File: src/rtl/fpu_wb_queue.sv
// Writeback queue between the FP adder and the FP register-file write port, with sticky
// FCSR flags and a RAW scoreboard probe. Optional same-cycle bypass: FPU_WB_BYPASS_EN.
module fpu_wb_queue #(
  parameter int unsigned DEPTH = 4,
  parameter int unsigned TAG_W = 5
) (
  input  logic                     clock,
  input  logic                     reset,
  input  logic                     in_valid,
  output logic                     in_ready,
  input  logic [31:0]              in_data,
  input  logic [TAG_W-1:0]         in_rd,
  input  logic [4:0]               in_flags,
  input  logic                     wr_grant,
  output logic                     wr_en,
  output logic [TAG_W-1:0]         wr_addr,
  output logic [31:0]              wr_data,
  input  logic                     flush,
  input  logic [TAG_W-1:0]         query_rd,
  output logic                     query_hit,
  input  logic                     flags_clr,
  output logic [4:0]               fflags,
  output logic [$clog2(DEPTH):0]   count
);

  localparam int unsigned PtrW = $clog2(DEPTH);
  localparam int unsigned CntW = PtrW + 1;

  logic [PtrW-1:0]  head_q, head_d, tail_q, tail_d;
  logic [CntW-1:0]  count_q, count_d;
  logic [4:0]       fflags_q, fflags_d;

  logic [TAG_W-1:0] rd_mem    [DEPTH];
  logic [31:0]      data_mem  [DEPTH];
  logic [4:0]       flags_mem [DEPTH];

  logic       empty, push, pop, bypass;
  logic [4:0] wr_flags;

  assign empty    = (count_q == '0);
  assign in_ready = (count_q < CntW'(DEPTH));
  assign count    = count_q;
  assign fflags   = fflags_q;

`ifdef FPU_WB_BYPASS_EN
  assign bypass = empty && in_valid && wr_grant && !flush && !reset;
`else
  assign bypass = 1'b0;
`endif

  assign pop  = !empty && wr_grant && !flush;
  // A bypassed result goes straight to the port and never occupies a slot.
  assign push = in_valid && in_ready && !flush && !bypass;

  always_comb begin
    wr_en    = pop || bypass;
    wr_addr  = '0;
    wr_data  = '0;
    wr_flags = '0;
    if (bypass) begin
      wr_addr  = in_rd;
      wr_data  = in_data;
      wr_flags = in_flags;
    end else if (!empty) begin
      wr_addr  = rd_mem[head_q];
      wr_data  = data_mem[head_q];
      wr_flags = flags_mem[head_q];
    end
  end

  always_comb begin
    head_d  = head_q;
    tail_d  = tail_q;
    count_d = count_q;
    if (flush) begin
      head_d  = '0;
      tail_d  = '0;
      count_d = '0;
    end else begin
      if (pop)  head_d = head_q + 1'b1;
      if (push) tail_d = tail_q + 1'b1;
      unique case ({push, pop})
        2'b10:   count_d = count_q + 1'b1;
        2'b01:   count_d = count_q - 1'b1;
        default: count_d = count_q;
      endcase
    end
  end

  // A CSR clear coinciding with a write keeps that write's flags.
  always_comb begin
    fflags_d = fflags_q;
    if (flags_clr) fflags_d = wr_en ? wr_flags : 5'b0;
    else if (wr_en) fflags_d = fflags_q | wr_flags;
  end

  always_comb begin
    logic [PtrW-1:0] off;
    off       = '0;
    query_hit = 1'b0;
    for (int i = 0; i < int'(DEPTH); i++) begin
      off = PtrW'(i) - head_q;
      if (({1'b0, off} < count_q) && (rd_mem[i] == query_rd)) query_hit = 1'b1;
    end
  end

  always_ff @(posedge clock or posedge reset) begin
    if (reset) begin
      head_q   <= '0;
      tail_q   <= '0;
      count_q  <= '0;
      fflags_q <= '0;
    end else begin
      head_q   <= head_d;
      tail_q   <= tail_d;
      count_q  <= count_d;
      fflags_q <= fflags_d;
    end
  end

  always_ff @(posedge clock) begin
    if (push) begin
      rd_mem[tail_q]    <= in_rd;
      data_mem[tail_q]  <= in_data;
      flags_mem[tail_q] <= in_flags;
    end
  end

endmodule

File: config.mk
export PLATFORM = sky130hd
export DESIGN_NAME = fpu_wb_queue
export DESIGN_NICKNAME = d
export VERILOG_FILES = /design/src/rtl/fpu_wb_queue.sv
export SDC_FILE = /design/constraint.sdc
export NUM_CORES = 1
export LEC_CHECK = 0
export BUFFER_PORTS_ARGS = -buffer_cell sky130_fd_sc_hd__buf_2
export CORE_MARGIN = 4
export CORE_UTILIZATION = 57
export CTS_CLUSTER_DIAMETER = 200
export DETAILED_ROUTE_END_ITERATION = 10
export GPL_TIMING_DRIVEN = 0
export PLACE_DENSITY = 0.89
export SETUP_SLACK_MARGIN = 0.15
export SYNTH_ARGS = -nofsm -noshare
export SYNTH_HDL_FRONTEND = slang
export SYNTH_SLANG_ARGS = --single-unit
File: constraint.sdc
create_clock -name clock -period 2.79 [get_ports clock]
set_clock_uncertainty 0.2 [all_clocks]
set_input_delay 0.1395 -clock clock [delete_from_list [all_inputs] [get_ports clock]]
set_output_delay 0.1395 -clock clock [all_outputs]
set_load 0.01 [all_outputs]
==> impl_metrics.tcl <==
set metrics [dict create \
    outcome "complete, no violations" \
    final_nets 611 \
    crit_fanout 4 \
    wl_per_cell_microns 20.9 \
    synth-seq-area-share 0.713 \
    syn_nets 436 \
    synth_area_sq_mm 0.00749 \
    p_leak_nw 3.45 \
    hold_viol 0 \
    nFillCells 747 \
    vias_per_cell 5.58 \
    area_growth_pct 26.2 \
    critical_path.n_buffers_inverters 4 \
    dieWidth_microns 123 \
    finalCritPeriodShare 0.945 \
    yosys_warnings 0 \
    drc_errors 0 \
    path_cells "buf_6 > buf_12 > xnor2_4 > buf_4 > ha_1 > nor2b_2 > a2111oi_2 > or4_1 > buf_2" \
    crit_slowest_cell "dfrtp_1" \
    htreeDepth 4 \
    wl_microns 15300 \
    drive_above_1_share 0.331 \
    cp.arrival_ns 2.30 \
    crit_required_ns 2.45 \
    design_area_sq_mm 0.00946 \
    p_per_area_mw_per_mm2 825 \
    drt_pre_antenna_iters 4 \
    cts_made_buffers 17 \
    insertion_delay_ns 0.42 \
    slew_viol_final 0 \
    first_iter_violations 248 \
    maxCapViolCount 0 \
    worstMarginPinSlew_ns 0.562 \
    antenna_found_initial 0 \
    path_clk_slew_ns 0.06 \
    clockBufferDepth 2 \
    ys_ff_latch 180 \
    setup_viol 0 \
    avgSynthCellArea_sq_um 20.0 \
    grt_pass1_vias 4343 \
    grt_overflow 0 \
    min_path_type "input pin to asynchronous set/reset pin" \
    multi_input_area_sq_mm 0.00198 \
    post-route-util 0.743 \
    clock-sinks 180 \
    dpl_cell_area_sq_mm 0.00827 \
    start_util 0.589 \
    antennaDiodeCount 0 \
    root_buffer "clkbuf_16" \
    final_antenna_net_count 0 \
    synth.area.top_cells "edfxtp_1 67%, mux4_1 8.8%, mux4_2 5.1%" \
    vdd.ir_drop.worst_mv 0.623 \
    regArea_sq_mm 0.00535 \
    grt_max_degree 31 \
    io_buffers 96 \
    synth_top_area_frac 0.673 \
    gp_congestion 0.814 \
    fmax_mhz 379 \
    finalCriticalPeriod_ns 2.64 \
    ios 101 \
    max_stage_delay_ns 0.41 \
    core.rowCount 41 \
    fp.dieH_microns 123 \
    grt_setup_unrepaired "true" \
    cp_top_family "simple AND/OR/NAND/NOR gates" \
    startpoint_type "register" \
    hpwl_microns 9140 \
    critPathKind "register to output port" \
    holdWs_ns 0.0752 \
    relSlewSlack 0.625 \
    netlist_instances 374 \
    core_area_sq_mm 0.0127 \
    cts_tree "yes" \
    ys_types 37 \
    fp.dieArea_sq_mm 0.0150 \
    grt_pass1_wl_microns 23600 \
    synth_area_leader_cell "edfxtp_1" \
    end_kind "output port" \
    vias 4093 \
    gr-usage-all-layers 0.217 \
]
-- stage by stage --
| step | TNS [ns] | instances | setup WS, ns | power, mW |
|---|---|---|---|---|
| floorplan | 0 | 374 | 0.207 | 4.62 |
| global placement | -83.10 | 642 | -0.511 | 5.26 |
| detailed placement | 0 | 646 | 0.278 | 5.33 |
| CTS | 0 | 735 | 0.153 | 7.81 |
| global route | 0 | 734 | 0.0739 | 8.13 |
| finish | 0 | 734 | 0.154 | 7.80 |
-- report_power, final --
part | total (mW) | switching, mW | internal [mW]
registers | 3.21 | 0.0864 | 3.12
logic | 2.26 | 1.11 | 1.15
clock network | 2.33 | 0.932 | 1.40
total | 7.80 | 2.13 | 5.67
-- what timing repair did --
item | CTS | global route
setup endpoints to repair | 1 | 19
pin swaps | 2 | 2
gates resized for setup | 13 | 9
buffers inserted | 10 | 0
hold buffers | 47 | 0
endpoints found under the hold margin | 192 | 0
-- routing by layer --
metal,GRT usage,share of wire,up-vias
met1,0.275,0.39,2109
met4,0.0700,0.011,0
met2,0.373,0.54,125
met5,0,0,-
li1,-,-,1845
met3,0.0539,0.056,14
-- logic make-up after synthesis --
family,Yosys count,share of synthesized area
buf+inv,29,0.0266
fa+ha+maj,9,0.0160
compound gates,16,0.0174
mux,42,0.139
xor+xnor,26,0.0304
flops,180,0.713
simple gates,72,0.0574
-- worst reg2reg max path: stages (launching register included) --
cell	delay (ns)
dfrtp_1	0.37
buf_2	0.19
or3_4	0.43
nand2_2	0.16
nor3_1	0.08
fa_1	0.41
nand2b_1	0.18
nor4_1	0.17
a21oi_1	0.07
a21oi_1	0.16
-- final timing paths --
path / startpoint / end / slack [ns] / depth (start not counted)
setup / recovery: head_q[1]$_DFFE_PP0P_ / query_hit / 0.15 / 9
hold / removal: reset / count[2]$_DFFE_PP0P_ / 0.08 / 3
setup reg to reg: count[2]$_DFFE_PP0P_ / count[2]$_DFFE_PP0P_ / 0.28 / 9
hold reg to reg: fflags[1]$_DFFE_PP0P_ / fflags[1]$_DFFE_PP0P_ / 0.32 / 1
max in group asynchronous: reset / count[0]$_DFFE_PP0P_ / 1.96 / 3
min in group clock: in_data[12] / data_mem[1][12]$_DFFE_PP_ / 0.27 / 2
-- cell usage in the layout (no fill, tap or decap), types with 3 or more instances in the layout --
cell type	Yosys	layout
mux4_1	25	25
clkbuf_16	0	17
dfrtp_1	12	10
and2_2	0	4
nor2b_1	4	3
buf_12	4	10
nand4_1	5	5
inv_1	8	7
a22o_1	5	5
and2_1	41	37
buf_4	0	10
buf_2	5	99
bufinv_16	0	3
edfxtp_1	168	168
clkinv_2	0	5
xnor2_1	22	21
clkbuf_1	6	7
ha_1	8	8
dlygate4sd3_1	0	47
mux4_2	17	17
nor2_1	9	9
xor2_1	4	4
nand3_1	3	3
a21oi_1	4	4
clkbuf_2	3	5
-- flip-flops by register name, indices dropped and copies added, names as in the netlist --
name / count
count: 3
head_q: 2
flags_mem: 20
tail_q: 2
rd_mem: 20
data_mem: 128
fflags: 5
-- cells in the mapped netlist --
library cell / instances
a21oi_1: 4
a2111oi_0: 3
xnor2_1: 22
nand2b_1: 1
buf_2: 5
inv_2: 1
nand2_1: 1
or4_1: 1
dfrtp_1: 12
ha_1: 8
buf_6: 2
nand3_1: 3
a41oi_1: 1
mux4_1: 25
and2_1: 41
or3_4: 1
a21oi_4: 1
nor2_2: 1
a221o_1: 1
inv_1: 8
o21ai_0: 1
nor2b_1: 4
fa_1: 1
nand3_2: 1
nor2_1: 9
buf_12: 4
or3_1: 1
nor3_1: 1
clkbuf_2: 3
edfxtp_1: 168
nand4_1: 5
nand2_2: 1
a22o_1: 5
nor4_1: 1
mux4_2: 17
xor2_1: 4
clkbuf_1: 6
-- final cells by class --
class / instances / area share
Buffer: 19 / 0.0205
Clock buffer: 21 / 0.0466
Clock inverter: 11 / 0.0143
Inverter: 9 / 0.00357
Multi-Input combinational cell: 165 / 0.210
Sequential cell: 180 / 0.566
Tap cell: 172 / 0.0228
Timing Repair Buffer: 157 / 0.117
Note: power is estimated with default switching activity, not from simulation.
